<file path="src/rtl/irq_enc8to3.sv">
`default_nettype none
// ============================================================================
//  Module   : irq_enc8to3
//  Purpose  : Sequential 8-to-3 priority encoder. Rising edges on eight
//             request lines are captured into a pending register; each
//             captured line is reported exactly once as a 3-bit code through
//             a valid/ack handshake. Lowest index has highest priority.
//  Revision : 1.0  initial release
// ----------------------------------------------------------------------------
//  Ports
//    clk      in   system clock, all state changes on the rising edge
//    rst_n    in   synchronous active-low reset
//    req      in   [0:7] level request lines, req[0] maps to code 0
//    en       in   capture enable (gates new captures only)
//    ack      in   consumer accepts the current code
//    code     out  [2:0] registered index of the reported line
//    valid    out  code is valid, held stable until acknowledged
//    pend_cnt out  [3:0] number of lines captured but not yet reported
//    ovf      out  sticky: an edge arrived on a line that was still pending
// ============================================================================
module irq_enc8to3 (
    input  logic       clk,
    input  logic       rst_n,
    input  logic [0:7] req,
    input  logic       en,
    input  logic       ack,
    output logic [2:0] code,
    output logic       valid,
    output logic [3:0] pend_cnt,
    output logic       ovf
);

    // ------------------------------------------------------------------------
    // State
    // ------------------------------------------------------------------------
    logic [0:7] r_req_d;
    logic [0:7] r_pend;
    logic [2:0] r_code;
    logic       r_valid;
    logic       r_ovf;

    // ------------------------------------------------------------------------
    // Combinational
    // ------------------------------------------------------------------------
    logic [0:7] w_rise;
    logic [0:7] w_cap;
    logic [0:7] w_clr;
    logic [0:7] w_pend_nxt;
    logic [0:7] w_ovf_hit;
    logic       w_any;
    logic       w_load;
    logic       w_drop;
    logic [2:0] w_idx;
    logic [3:0] w_cnt;

    assign w_any  = |r_pend;
    // Output register is free when empty or being acknowledged this edge.
    assign w_load = (~r_valid | ack) & w_any;
    // Acknowledged with nothing left to report: release the output.
    assign w_drop = r_valid & ack & ~w_any;

    // Lowest set index wins: scan downward so the last hit is the lowest.
    always_comb begin
        w_idx = 3'd0;
        for (int i = 7; i >= 0; i--) begin
            if (r_pend[i]) begin
                w_idx = 3'(i);
            end
        end
    end

    genvar gi;
    generate
        for (gi = 0; gi < 8; gi++) begin : g_bit
            assign w_rise[gi]     = req[gi] & ~r_req_d[gi];
            assign w_cap[gi]      = en & w_rise[gi];
            assign w_clr[gi]      = w_load & (w_idx == 3'(gi));
            // A capture on the same edge that reports the line re-arms it,
            // so the set term is ORed after the clear.
            assign w_pend_nxt[gi] = w_cap[gi] | (r_pend[gi] & ~w_clr[gi]);
            // Only a capture that is not absorbed by a same-edge report
            // collapses two events into one.
            assign w_ovf_hit[gi]  = w_cap[gi] & r_pend[gi] & ~w_clr[gi];
        end
    endgenerate

    always_comb begin
        w_cnt = 4'd0;
        for (int i = 0; i < 8; i++) begin
            w_cnt = w_cnt + {3'd0, r_pend[i]};
        end
    end

    // ------------------------------------------------------------------------
    // Registers
    // ------------------------------------------------------------------------
    always_ff @(posedge clk) begin
        if (!rst_n) begin
            r_req_d <= '0;
            r_pend  <= '0;
            r_code  <= 3'd0;
            r_valid <= 1'b0;
            r_ovf   <= 1'b0;
        end else begin
            // Edge history tracks req even while captures are disabled, so
            // a line held high across enable does not produce a late edge.
            r_req_d <= req;
            r_pend  <= w_pend_nxt;
            if (w_load) begin
                r_code  <= w_idx;
                r_valid <= 1'b1;
            end else if (w_drop) begin
                r_valid <= 1'b0;
            end
            if (|w_ovf_hit) begin
                r_ovf <= 1'b1;
            end
        end
    end

    assign code     = r_code;
    assign valid    = r_valid;
    assign ovf      = r_ovf;
    assign pend_cnt = w_cnt;

endmodule
`default_nettype wire

</file>
<file path="config.mk">
export PLATFORM = sky130hd
export DESIGN_NAME = irq_enc8to3
export DESIGN_NICKNAME = d
export VERILOG_FILES = /design/src/rtl/irq_enc8to3.sv
export SDC_FILE = /design/constraint.sdc
export NUM_CORES = 1
export LEC_CHECK = 0
export CAP_MARGIN = 20
export CORE_MARGIN = 5
export CORE_UTILIZATION = 48
export CTS_BUF_LIST = sky130_fd_sc_hd__clkbuf_8
export CTS_CLUSTER_DIAMETER = 200
export DETAILED_ROUTE_END_ITERATION = 16
export PLACE_DENSITY = 0.74
export SYNTH_ARGS = -nofsm -noshare
export SYNTH_HDL_FRONTEND = slang
export SYNTH_SLANG_ARGS = --single-unit
export TNS_END_PERCENT = 20
</file>
<file path="constraint.sdc">
create_clock -name clk -period 3 [get_ports clk]
set_input_delay 0.6 -clock clk [delete_from_list [all_inputs] [get_ports clk]]
set_output_delay 0.6 -clock clk [all_outputs]
set_load 0.005 [all_outputs]
</file>
# After elaboration in Yosys (flattened, before gate mapping)
# Cells that the tools add are included.
op_classes:
  n_addsub: 7
  eq_ne: 7
  mux: 10
  n_bitwise: 78
  n_reduce_logical: 4
op_table:
  columns: ["op", "n"]
  rows:
  - ["1-bit bitwise AND", 51]
  - ["3-bit two-way mux", 8]
  - ["1-bit inverter", 18]
  - ["4-bit by 1-bit adder with 4-bit output", 4]
  - ["8-bit OR reduction", 2]
  - ["3-bit == test, second input constant", 4]
  - ["1-bit bitwise OR", 9]
  - ["3-bit by 2-bit == test with 1-bit output, second input constant", 2]
  - ["3-bit by 1-bit adder with 4-bit output", 1]
  - ["2-bit by 1-bit adder with 3-bit output", 1]
  - ["3-bit by 1-bit == test with 1-bit output, second input constant", 1]
  - ["3-bit zero test", 1]
  - ["1-bit by 1-bit adder with 2-bit output", 1]
  - ["1-bit two-way mux", 2]
  - ["2-bit nonzero test", 1]
totals:
  reg_bits: 21
  inputBits: 12

# Depth between registers and ports, before layout
# Gate-level depths: netlist of the first run.
depth:
  ltp_word: 13
  ltp_mapped: 8
  mapped_depth_nobuf: 8

# Worst setup path after synthesis of the first run
# Ideal clock, no wire load.
synth_timing:
  path_type: "register to output"
  start: "register r_pend[7] (netlist name)"
  end: "output port pend_cnt[2]"
  arrival_ps: 2591
  t_required_ps: 2400
  path_slack_ps: -191
  stages_incl_launch_ff: 9
  path_cell_list: "dfxtp_1 fa_1 inv_1 fa_1 fa_1 inv_1 ha_1 fa_1 xor2_1"
synth_between:
  elab_chain_cells: 1
synth_rtl:
  columns: ["element", "line", "rtl"]
  rows:
  - ["start, declared", "37", "logic [0:7] r_pend;"]
  - ["start signal, assigned", "108", "r_pend <= w_pend_nxt;"]
  - ["4-bit by 1-bit adder with 4-bit output", "90", "w_cnt = w_cnt + {3'd0, r_pend[i]};"]
  - ["end, declared", "29", "output logic [3:0] pend_cnt,"]
# Every way passes these cells.

# Worst setup path in the final report of the first run
layout_timing:
  start: "register r_pend[7] (netlist name)"
  end: "output port pend_cnt[1]"
# The elaborated chain is that of the path after synthesis.

==> results of run 1 <==
## worst max-delay path by stage
| stage | from | endpoint |
|---|---|---|
| 6_report | r_pend[7] | pend_cnt[1] |
| 4_1_cts | r_pend[7] | pend_cnt[2] |
| 5_1_grt | r_pend[7] | pend_cnt[1] |
| 3_5_place_dp | r_pend[7] | pend_cnt[1] |
| 2_1_floorplan | r_pend[7] | pend_cnt[1] |
| 3_3_place_gp | r_pend[7] | pend_cnt[1] |
## registers in the layout, summed over array words and instances, names as in the netlist
signal,flops
code,3
r_req_d,8
r_pend,8
ovf,1
valid,1
## routing by layer
metal,routed length (microns),global-route usage
met1,1060,0.190
met2,1150,0.257
met3,131,0.0436
met4,68,0.0809
met5,0,0
## kinds of logic after synthesis
family	after synthesis
flops	21
simple gates	36
buf+inv	20
compound gates	33
fa+ha+maj	10
xor+xnor	1
## metrics by stage
| stage | instance area [sq um] | setup TNS (ns) | util | power [mW] |
|---|---|---|---|---|
| 2_1_floorplan | 1180 | -0.229 | - | 0.415 |
| 4_1_cts | 1480 | -1.77 | 0.616 | 0.688 |
| 3_5_place_dp | 1430 | -1.93 | 0.593 | 0.492 |
| 5_1_grt | 1480 | -2.00 | 0.614 | 0.721 |
| 6_report | 1480 | -1.62 | 0.614 | 0.682 |
| 3_3_place_gp | 1430 | -1.69 | 0.593 | 0.483 |
## power groups by stage
stage	combinational, mW	clock [mW]	sequential, mW
after floorplan	0.101	0	0.315
after global placement	0.169	0	0.314
after detailed placement	0.176	0	0.316
after CTS	0.183	0.196	0.309
after global routing	0.202	0.208	0.312
final	0.182	0.191	0.309
## Yosys cell counts (2+ instances only)
cell / n
nor2b_1: 3
a31oi_1: 3
fa_1: 4
dfxtp_1: 21
a21boi_0: 4
o31ai_1: 2
nand2b_1: 2
ha_1: 6
a21boi_1: 5
buf_6: 2
a21oi_1: 2
inv_1: 12
clkbuf_1: 5
and4b_1: 3
and2_1: 8
nand3b_1: 7
o21a_1: 2
nor3_1: 3
o22ai_1: 2
nor2_1: 4
o211ai_1: 2
o21ai_0: 2
## critical path, stage by stage, from the launching register on
cell and delay, ns:
dfxtp_2 0.33, fa_1 0.53, inv_1 0.05, fa_1 0.45
fa_1 0.51, inv_2 0.05, ha_4 0.15, fa_2 0.51
buf_2 0.11
## area by class of cell
| class | count | share of cell area |
|---|---|---|
| Clock buffer | 3 | 0.0279 |
| Multi-Input combinational cell | 80 | 0.457 |
| Inverter | 12 | 0.0305 |
| Timing Repair Buffer | 28 | 0.169 |
| Sequential cell | 21 | 0.285 |
| Tap cell | 30 | 0.0254 |
| Clock inverter | 1 | 0.00508 |
==> flow_summary.yaml, run 1 <==
run_status:
  status: "complete, but fails checks"
  violations: "setup timing"
timing:
  setup_slack_ns: -0.547
  rsz0062_at_grt: "yes"
  min_period_ns: 3.55
  drv_slew: 0
  whs_ns: 0.474
  fmax_mhz: 282
  worstMarginPinSlew_ns: 0.697
  min_period_over_period: 1.18
  final_hold_viol_count: 0
  finClkSkew_ns: 0.000690
  setup_viol: 4
  worst_slew_margin_rel: 0.534
global_route:
  grt_first_pass_wirelength_microns: 4280
  overflow: 0
  antenna_found_initial: 0
  grt_max_degree: 22
  globalRouteTotalUtil: 0.159
  grt_pass1_vias: 1014
power:
  switching_share: 0.278
  combPwrFrac: 0.266
  p_sw_uw: 189
  p_leak_nw: 0.610
  power_frac_clock: 0.280
  seq_power_share: 0.453
  powerDensity_nw_per_um2: 461
  p_int_uw: 493
  ir_drop_mv: 0.374
clocking:
  h-tree-depth: 1
  cts_tree: "yes"
  cts_hold_buf: 0
  worstSkewPairLatency_ns: 0.26
  clock_path_buffers: 2
  cts-root-buf: "clkbuf_8"
  clk_pin_slew_ns: 0.08
  numCtsBuffers: 3
  cts_resized: 14
  cts_setup_buffers: 0
  clkSinkCount: 21
logic_synthesis:
  yosys.area_share.xor_xnor: 0.00747
  synth.area.top_cells: "dfxtp_1, fa_1, ha_1"
  synth_ff_type: "dfxtp_1"
  syn_area_sq_um: 1170
  ys_types: 39
  muxShareOfSynthArea: 0
  syn-num-nets: 143
  yosysTopAreaCellShare: 0.359
  synth_seq_cells: 21
  avgSynthCellArea_sq_um: 9.69
  async_flop_share: 0
  synth_warnings: 0
  synthAdderAreaFrac: 0.132
  syn_inst: 121
  yosys.area_share.simple: 0.206
  synth_top_area_cell: "dfxtp_1"
  synth_edf_count: 0
  synth.yosys.seq_area_share: 0.359
  synth_top_family_by_area: "compound AO/OA/AOI/OAI gates"
  synth_compound_area_frac: 0.218
die:
  initial_core_util: 0.487
  boundaryPins: 21
  core_sq_um: 2410
  die_h_microns: 59.4
  rows: 18
  dieArea_sq_um: 3530
  die_w_microns: 59.4
worst_setup_path:
  endpoint_kind: "output port"
  r2r_end: "ovf"
  cp-start-kind: "register"
  critPathKind: "register to output port"
  reg2reg_depth: 5
  r2r_setup_slack_ns: 1.19
  crit_arrival_ns: 2.95
  r2r_start: "r_pend[1]"
  cp.required_ns: 2.40
  crit_fanout: 2
layout:
  regArea_sq_um: 422
  drive_gt1_frac: 0.172
  syn2layout_area_growth_pct: 26.1
  fill_cells: 205
  final_cell_mix: "dfxtp_1, clkdlybuf4s50_1, inv_1"
  layout_commonest_cell: "dfxtp_1"
  final_cells: 175
  multi_input_area_sq_um: 676
  insertedDiodeCount: 0
  finalNetCount: 168
placed_design:
  dp_hpwl_microns: 1870
  place.gp.congestion: 0.782
  pre_cts_ws_ns: -0.667
  portBuffers: 20
  dp_cells: 171
worst_hold_path:
  min-delay-start: "code[0]"
  holdPathStages: 2
  hold_path.class: "register to register"
  whs_endpoint: "code[0]"
drt:
  wire_per_inst_microns: 13.8
  viasPerCell: 5.47
  wl_microns: 2410
  drc_errors: 0
  vias: 957
  firstDrtPassIters: 4
  ant_nets: 0
  drtIter0Drc: 15
job:
  timing.max_cap.violations: 0
Note: power is estimated with default switching activity, not from simulation.
==> inputs of run 2 (changes only) <==
Settings changed: CORE_ASPECT_RATIO from default to 0.6.
==> flow_summary.yaml, run 2 (same netlist as run 1, synthesis figures left out) <==
timing:
  rsz0062_at_grt: "yes"
  finClkSkew_ns: 0.00156
  final_hold_viol_count: 0
  fmax_mhz: 282
  fin_setup_tns_ns: -1.58
  worst_slew_margin_rel: 0.487
  min_period_over_period: 1.18
  setup_viol: 4
  min_period_ns: 3.54
  drv_slew: 0
  worstMarginPinSlew_ns: 0.769
  whs_ns: 0.485
  setup_slack_ns: -0.544
worst_setup_path:
  max_stage_delay_ns: 0.52
  cp.required_ns: 2.40
  r2r_start: "r_pend[1]"
  crit_arrival_ns: 2.94
  cpMostUsedCell: "fa_1"
  crit_fanout: 2
  r2r_setup_slack_ns: 1.16
  r2r_end: "ovf"
  crit_family: "adder cells"
  endpoint_kind: "output port"
  path_cells: "fa_1, inv_1, fa_1, fa_1, inv_2, ha_4, fa_2, buf_6"
  critPathSlowestCell: "fa_1"
  cp-start-kind: "register"
  critPathKind: "register to output port"
  reg2reg_depth: 5
  crit_buf_inv: 3
global_route:
  antenna_found_initial: 0
  grt_max_degree: 22
  overflow: 0
  grt_pass1_vias: 982
  globalRouteTotalUtil: 0.157
  grt_first_pass_wirelength_microns: 4180
run_status:
  violations: "setup timing"
  status: "complete, but fails checks"
layout:
  utilization: 0.661
  drive_gt1_frac: 0.172
  layout_commonest_cell: "dfxtp_1"
  finish.instance_area_sq_um: 1480
  syn2layout_area_growth_pct: 26.5
  finalNetCount: 168
  insertedDiodeCount: 0
  final_cells: 175
  final_cell_mix: "dfxtp_1, clkdlybuf4s50_1, inv_1"
clocking:
  worstSkewPairLatency_ns: 0.26
  cts-root-buf: "clkbuf_8"
  cts_hold_buf: 0
  h-tree-depth: 1
  clkSinkCount: 21
  cts_tree: "yes"
  numCtsBuffers: 3
  cts_setup_buffers: 0
  clock_path_buffers: 2
  clk_pin_slew_ns: 0.07
die:
  initial_core_util: 0.522
  die_h_microns: 48.3
  die_w_microns: 73.8
  dieArea_sq_um: 3560
  rows: 13
  boundaryPins: 21
  core_sq_um: 2240
drt:
  firstDrtPassIters: 4
  wl_microns: 2520
  vias: 977
  wire_per_inst_microns: 14.4
  viasPerCell: 5.58
  ant_nets: 0
  drtIter0Drc: 64
  drc_errors: 0
placed_design:
  portBuffers: 20
  place.gp.congestion: 0.788
  pre_cts_ws_ns: -0.652
  dp_hpwl_microns: 1950
  dpl_cell_area_sq_um: 1430
  dp_cells: 171
power:
  p_leak_nw: 0.615
  ir_drop_mv: 0.282
  power.total_uw: 683
  powerDensity_nw_per_um2: 461
worst_hold_path:
  hold_path.class: "register to register"
  whs_endpoint: "code[1]"
  min-delay-start: "code[1]"
  holdPathStages: 2
job:
  timing.max_cap.violations: 0
## run 2: how the worst max path moves through the flow
stage | start | endpoint | slack, ns | depth (start not counted)
floorplan | r_pend[7] | pend_cnt[1] | -0.13 | 7
global placement | r_pend[7] | pend_cnt[1] | -0.62 | 8
detailed placement | r_pend[7] | pend_cnt[1] | -0.65 | 8
CTS | r_pend[7] | pend_cnt[1] | -0.64 | 8
global route | r_pend[7] | pend_cnt[1] | -0.62 | 8
finish | r_pend[7] | pend_cnt[1] | -0.54 | 8
## run 2: metal layers
metal / track usage / part of all wire / wire (microns) / vias up
met4: 0.0542 / 0.012 / 30 / 0
li1: - / - / - / 478
met3: 0.0597 / 0.065 / 164 / 4
met2: 0.259 / 0.45 / 1130 / 37
met5: 0 / 0 / 0 / -
met1: 0.194 / 0.48 / 1200 / 458
## run 2: timing repair
item / in CTS / in global routing
endpoints found under the setup margin: 4 / 4
resized for setup: 17 / 1
pin swaps: 2 / 2
## run 2: final cells by class
class	count	area, sq um
multi-input combinational	80	676
clock buffer	3	41.3
sequential	21	422
timing repair buffer	28	256
clock inverter	1	5.00
inverter	12	45.0
fill	183	762
tap	30	37.5
## run 2: worst min-delay path: cells and delay by family (launching register included)
kind | cells | cell delay [ns]
flip-flops | 1 | 0.31
AND/OR/NAND/NOR | 1 | 0.07
AO/OA/AOI/OAI | 1 | 0.06
## run 2: where the power goes
part | switching, mW | internal, mW | total, mW | leakage [nW]
Clock | 0.0930 | 0.0927 | 0.186 | 0.0255
Combinational | 0.0836 | 0.105 | 0.189 | 0.416
Sequential | 0.0103 | 0.299 | 0.309 | 0.174
==> inputs of run 3 (changes only) <==
Settings changed: ABC_CLOCK_PERIOD_IN_PS from default to 3000, MAX_ROUTING_LAYER from default to met4.
==> flow_summary.yaml, run 3 (same netlist as run 1, synthesis figures left out) <==
run_status:
  status: "complete, but fails checks"
  violations: "setup timing"
clocking:
  clk_pin_slew_ns: 0.07
  cts_tree: "yes"
  cts-root-buf: "clkbuf_8"
  worstSkewPairLatency_ns: 0.26
  cts_hold_buf: 0
  cts_setup_buffers: 0
  h-tree-depth: 1
  clock_path_buffers: 2
  clkSinkCount: 21
  numCtsBuffers: 3
timing:
  min_period_over_period: 1.18
  final_hold_viol_count: 0
  fmax_mhz: 282
  setup_viol: 4
  setup_slack_ns: -0.544
  finClkSkew_ns: 0.00145
  worstMarginPinSlew_ns: 0.762
  drv_slew: 0
  worst_slew_margin_rel: 0.491
  min_period_ns: 3.54
  fin_setup_tns_ns: -1.58
  whs_ns: 0.486
  rsz0062_at_grt: "yes"
drt:
  wl_microns: 2510
  vias: 975
  drc_errors: 0
  drtIter0Drc: 49
  firstDrtPassIters: 5
  viasPerCell: 5.57
  ant_nets: 0
  wire_per_inst_microns: 14.3
global_route:
  grt_first_pass_wirelength_microns: 4170
  grt_max_degree: 22
  overflow: 0
  grt_pass1_vias: 986
  antenna_found_initial: 0
  globalRouteTotalUtil: 0.163
worst_hold_path:
  whs_endpoint: "code[1]"
  holdPathStages: 2
  min-delay-start: "code[1]"
  hold_path.class: "register to register"
layout:
  syn2layout_area_growth_pct: 26.5
  insertedDiodeCount: 0
  layout_commonest_cell: "dfxtp_1"
  drive_gt1_frac: 0.172
  final_cell_mix: "dfxtp_1, clkdlybuf4s50_1, inv_1"
  final_cells: 175
  finalNetCount: 168
  fill_cells: 183
  finish.instance_area_sq_um: 1480
placed_design:
  place.gp.congestion: 0.799
  portBuffers: 20
  dpl_cell_area_sq_um: 1430
  dp_hpwl_microns: 1950
  dp_cells: 171
job:
  timing.max_cap.violations: 0
die:
  die_h_microns: 48.3
  dieArea_sq_um: 3560
  boundaryPins: 21
  die_w_microns: 73.8
  initial_core_util: 0.522
  rows: 13
  core_sq_um: 2240
worst_setup_path:
  crit_arrival_ns: 2.94
  cp-start-kind: "register"
  r2r_start: "r_pend[1]"
  endpoint_kind: "output port"
  cp.required_ns: 2.40
  critPathKind: "register to output port"
  r2r_setup_slack_ns: 1.16
  crit_path_start: "r_pend[7]"
  crit_fanout: 2
  reg2reg_depth: 5
  r2r_end: "ovf"
power:
  ir_drop_mv: 0.282
  p_leak_nw: 0.615
  power.total_uw: 682
  powerDensity_nw_per_um2: 460
run 3: cell counts in the layout (fill, tap and decap cells not counted):
No cell type changed its count.
run 3: metal layers:
metal,track usage,up-vias,share of wire
met3,0.0597,6,0.058
li1,-,478,-
met5,-,-,0
met1,0.194,464,0.48
met4,0.0542,0,0.015
met2,0.261,27,0.45
run 3: how the worst max path moves through the flow:
stage / endpoint / depth (start not counted)
after detailed placement: pend_cnt[1] / 8
after global placement: pend_cnt[1] / 8
after global routing: pend_cnt[1] / 8
after floorplan: pend_cnt[1] / 7
final: pend_cnt[1] / 8
after CTS: pend_cnt[1] / 8
run 3: metrics by stage:
step / util / setup slack [ns]
after global routing: 0.661 / -0.621
after detailed placement: 0.637 / -0.652
after global placement: 0.637 / -0.622
final: 0.661 / -0.544
after floorplan: - / -0.132
after CTS: 0.658 / -0.645
run 3: critical path, cell delays in order, from the launching register on:
cell and delay [ns]:
dfxtp_2 0.33, fa_1 0.52, inv_1 0.05, fa_1 0.46, fa_1 0.51, inv_2 0.04
ha_4 0.15, fa_2 0.52, buf_6 0.09
run 3: layout make-up:
| type | count | area, sq um | area share |
|---|---|---|---|
| clock buffer | 3 | 41.3 | 0.0278 |
| clock inverter | 1 | 5.00 | 0.00338 |
| inverter | 12 | 45.0 | 0.0304 |
| multi-input combinational | 80 | 676 | 0.456 |
| sequential | 21 | 422 | 0.284 |
| tap | 30 | 37.5 | 0.0253 |
| timing repair buffer | 28 | 256 | 0.173 |
run 3: where the power goes:
part	internal, mW	total [mW]	leakage (nW)	switching [mW]
combinational	0.105	0.189	0.416	0.0836
sequential	0.299	0.309	0.174	0.0103
clock	0.0926	0.185	0.0255	0.0921
run 3: timing repair:
item	CTS	global route
setup endpoints to repair	4	4
gates resized for setup	17	1
pin swaps	2	2
==> RTL change 1, RTL diff (settings of run 1) <==
Make the reset (`rst_n`) asynchronous in one clocked block. Comments in the files are not updated.
--- a/src/rtl/irq_enc8to3.sv
+++ b/src/rtl/irq_enc8to3.sv
@@ -95,5 +95,5 @@
     // Registers
     // ------------------------------------------------------------------------
-    always_ff @(posedge clk) begin
+    always_ff @(posedge clk or negedge rst_n) begin
         if (!rst_n) begin
             r_req_d <= '0;
Formal check against the unedited RTL: differs if rst_n is asserted again (counterexample within 4 cycles, from zero or initial values and one cycle with rst_n low); with rst_n held inactive, the same outputs for 10 cycles.
==> RTL change 1 against run 1 <==
Sequential cell count is the same. Cell area is essentially flat. The run still ends with setup timing left. Worst setup slack lost 0.066 ns. Final cell count shrank 7.4%. Synthesized cell count shrank 14%. Fmax shrank 1.8%. Synthesized area shrank 2.8%. Critical path depth is the same. Hold slack gained 0.0039 ns. Wire length shrank 5.4%.
Power is not compared: it rests on default switching activity, and its combinational part moved more than twofold at a synthesized area within 25%.
==> RTL change 1: results (changes against run 1) <==
- Outcome: complete, but fails checks
- Failing checks: setup timing
- Met2 routed wirelength: 1.152 mm (+0.35%)
- Final setup TNS: -1.918 ns (-0.3015 ns)
- Dpl ws: -0.7620 ns (-0.09481 ns)
- CTS-repair resized insts: 18 (+4)
- Top cells by area, synth: dfrtp_1, fa_1, ha_1, nand3b_1, inv_1
- Mux contribution to synthesized area: 1.976% (+2.0 points)
- R2r endpoint: ovf$_DFFE_PN0P_
- Mapped Nets: 126 (-12%)
- Final HPWL DP: 1.854 mm (-0.79%)
- Compound-Gate Fraction of Synth Area: 14.60% (-7.2 points)
- Met3 global-route usage: 2.851% (-1.5 points)
- First-pass GRT wire length: 3.974 mm (-7.2%)
- Top cells by count, synth: dfrtp_1, inv_1, nand2_1, nand3b_1
- Wire length per cell: 14.06 um (+2.2%)
- Slew margin rel.: 38.40% (-15 points)
- Final nets: 157 (-6.5%)
- Final Setup Violations: 4 (unchanged)
- Asr flop ratio synth: 100.0% (+100 points)
- Setup slack on the worst flop-to-flop path: 1.23 ns (+0.04 ns)
- Via density: 5.519 (+0.91%)
- Fin worst setup slack: -0.6130 ns (-0.06564 ns)
- GR Util met2: 24.76% (-0.98 points)
- Starting DRT DRC Count: 14 (-1)
- Main flop type after synthesis: dfrtp_1
- Worst Hold Path EP: r_pend[7]$_DFF_PN0_
- Worst setup path startpoint: r_pend[7]$_DFF_PN0_
- Post-synthesis adder-cell area fraction: 13.61% (+0.38 points)
- Reg2reg path depth: 7 (+2)
- Vias in the first global route: 906 (-11%)
==> RTL change 1: cell types whose count changed after synthesis, moves of 4 or more <==
cell,before,now
and2_1,8,0
a21boi_0,4,0
dfxtp_1,21,0
clkbuf_1,5,0
a21boi_1,5,0
o21ai_0,2,6
dfrtp_1,0,21
nand2_1,1,7
==> RTL change 1: per-stage QoR <==
stage               power (uW)  std cells  cell area [um^2]  hold slack (ns)
finish                    1172        162              1480           0.4776
global route              1283        162              1480           0.4954
CTS                       1163        161              1469           0.4700
detailed placement       940.1        157              1416           0.4586
global placement         905.5        157              1416           0.4690
floorplan                648.8        104              1145           0.3044
==> RTL change 1: area by class of cell <==
class	instances	area (um^2)	share of cell area (%)
clock inverters	1	5.005	0.3381
inverters	12	45.04	3.043
repair buffers	28	256.5	17.33
clock buffers	3	41.29	2.790
flip-flops and latches	21	525.5	35.50
multi-input cells	69	571.8	38.63
well taps	28	35.03	2.367
==> RTL change 2, RTL diff (flow settings as in run 1) <==
Made on the original files. Put one more register stage on the output `ovf`. The value now appears one clock later. The other outputs are not delayed to match.
--- a/src/rtl/irq_enc8to3.sv
+++ b/src/rtl/irq_enc8to3.sv
@@ -121,5 +121,7 @@
     assign code     = r_code;
     assign valid    = r_valid;
-    assign ovf      = r_ovf;
+    always_ff @(posedge clk) begin
+        ovf <= r_ovf;
+    end
     assign pend_cnt = w_cnt;
 
Formal check against the unedited RTL: not equivalent (Yosys sat finds a counterexample within 4 cycles, from zero or initial values and one cycle with rst_n low).
==> RTL change 2 against run 1 <==
The run still ends with setup timing left. Synthesized area grew 1.7%. Via count shrank 0.10%. Worst setup slack gained 0.0088 ns. Power grew 0.51%. Clock power shrank 7%. Sequential share of layout area grew 0.95 points. Wire length grew 6.0%. Sequential power grew 5%. Global-route usage shrank 0.66 points. Sequential cell count grew 1. Critical path type unchanged. Cell area grew 1.4%. Core utilization grew 0.25 points.
==> RTL change 2: results (changes against run 1) <==
- Outcome: complete, but fails checks
- Failing checks: setup timing
- Lkg Pwr: 0.0006235 uW (+2.2%)
- # fillers: 206 (+0.49%)
- Share of layout cells above drive strength 1: 17.12% (-0.12 points)
- Post-CTS setup buffers: 1 (+1)
- Non-clock buffering overhead: 17.20% (+0.27 points)
- Vias in the first global route: 923 (-9.0%)
- Non-CTS buffers: 29 (+3.6%)
- Fin worst setup slack: -0.5386 ns (+0.008779 ns)
- Worst Hold Path EP: ovf$_DFF_P_
- Core area: 2432 um^2 (+0.93%)
- Final nets: 170 (+1.2%)
- R2r endpoint: r_ovf$_SDFFE_PN0P_
- Crit path arrival time: 2.94 ns (about the same)
- Met1 GRT Util: 16.36% (-2.7 points)
- DP Area: 1450 um^2 (+1.4%)
- Power Dens Cells: 457.4 nW/um^2 (-0.83%)
- Final HPWL DP: 1.962 mm (+5.0%)
- Fraction of area in multi-input gates: 45.08% (-0.61 points)
- Clk_skew: 0.004877 ns (+0.004187 ns)
- Wire length per cell: 14.50 um (+5.4%)
- Sw frac: 26.63% (-1.1 points)
- #FFs+latches synth: 22 (+4.8%)
- Final Setup Violations: 4 (unchanged)
- CP endpoint: pend_cnt[2]
- Sequential share of cell area: 29.47% (+0.95 points)
- CTS-repair resized insts: 16 (+2)
- GR Util met2: 28.24% (+2.5 points)
- Dpl ws: -0.6737 ns (-0.006516 ns)
- Clock network share of area: 2.755% (-0.54 points)
- Vias: 956 (-0.10%)
- Starting DRT DRC Count: 22 (+7)
## RTL change 2: cell types whose count changed after synthesis, sizes merged
cell,change
dfxtp,+1
## RTL change 2: per-stage QoR
stage               std cells  hold slack (ns)  total power, uW
global placement          172           0.3387            498.6
CTS                       176           0.3549            691.1
finish                    176           0.3530            685.5
detailed placement        172           0.3400            507.3
global route              176           0.3641            725.4
floorplan                 122           0.3308            430.4
## RTL change 2: logic make-up (layout without fill, tap and decap cells)
logic type	count (synthesis)	after routing	synth area share, %
and+or+nand+nor	36	36	20.25
AOI/OAI and AO/OA	33	33	21.41
DFF	22	22	36.94
buffers and inverters	20	44	7.659
adders and majority gates	10	10	13.01
xor gates and xnor gates	1	1	0.7347
## RTL change 2: metal layers
metal | share of wire (%) | wire (um) | up-vias
met5 | 0 | 0 | -
met4 | 0.74 | 19 | 0
met3 | 5.5 | 141 | 2
met2 | 52 | 1335 | 27
met1 | 41 | 1056 | 445
li1 | - | - | 482
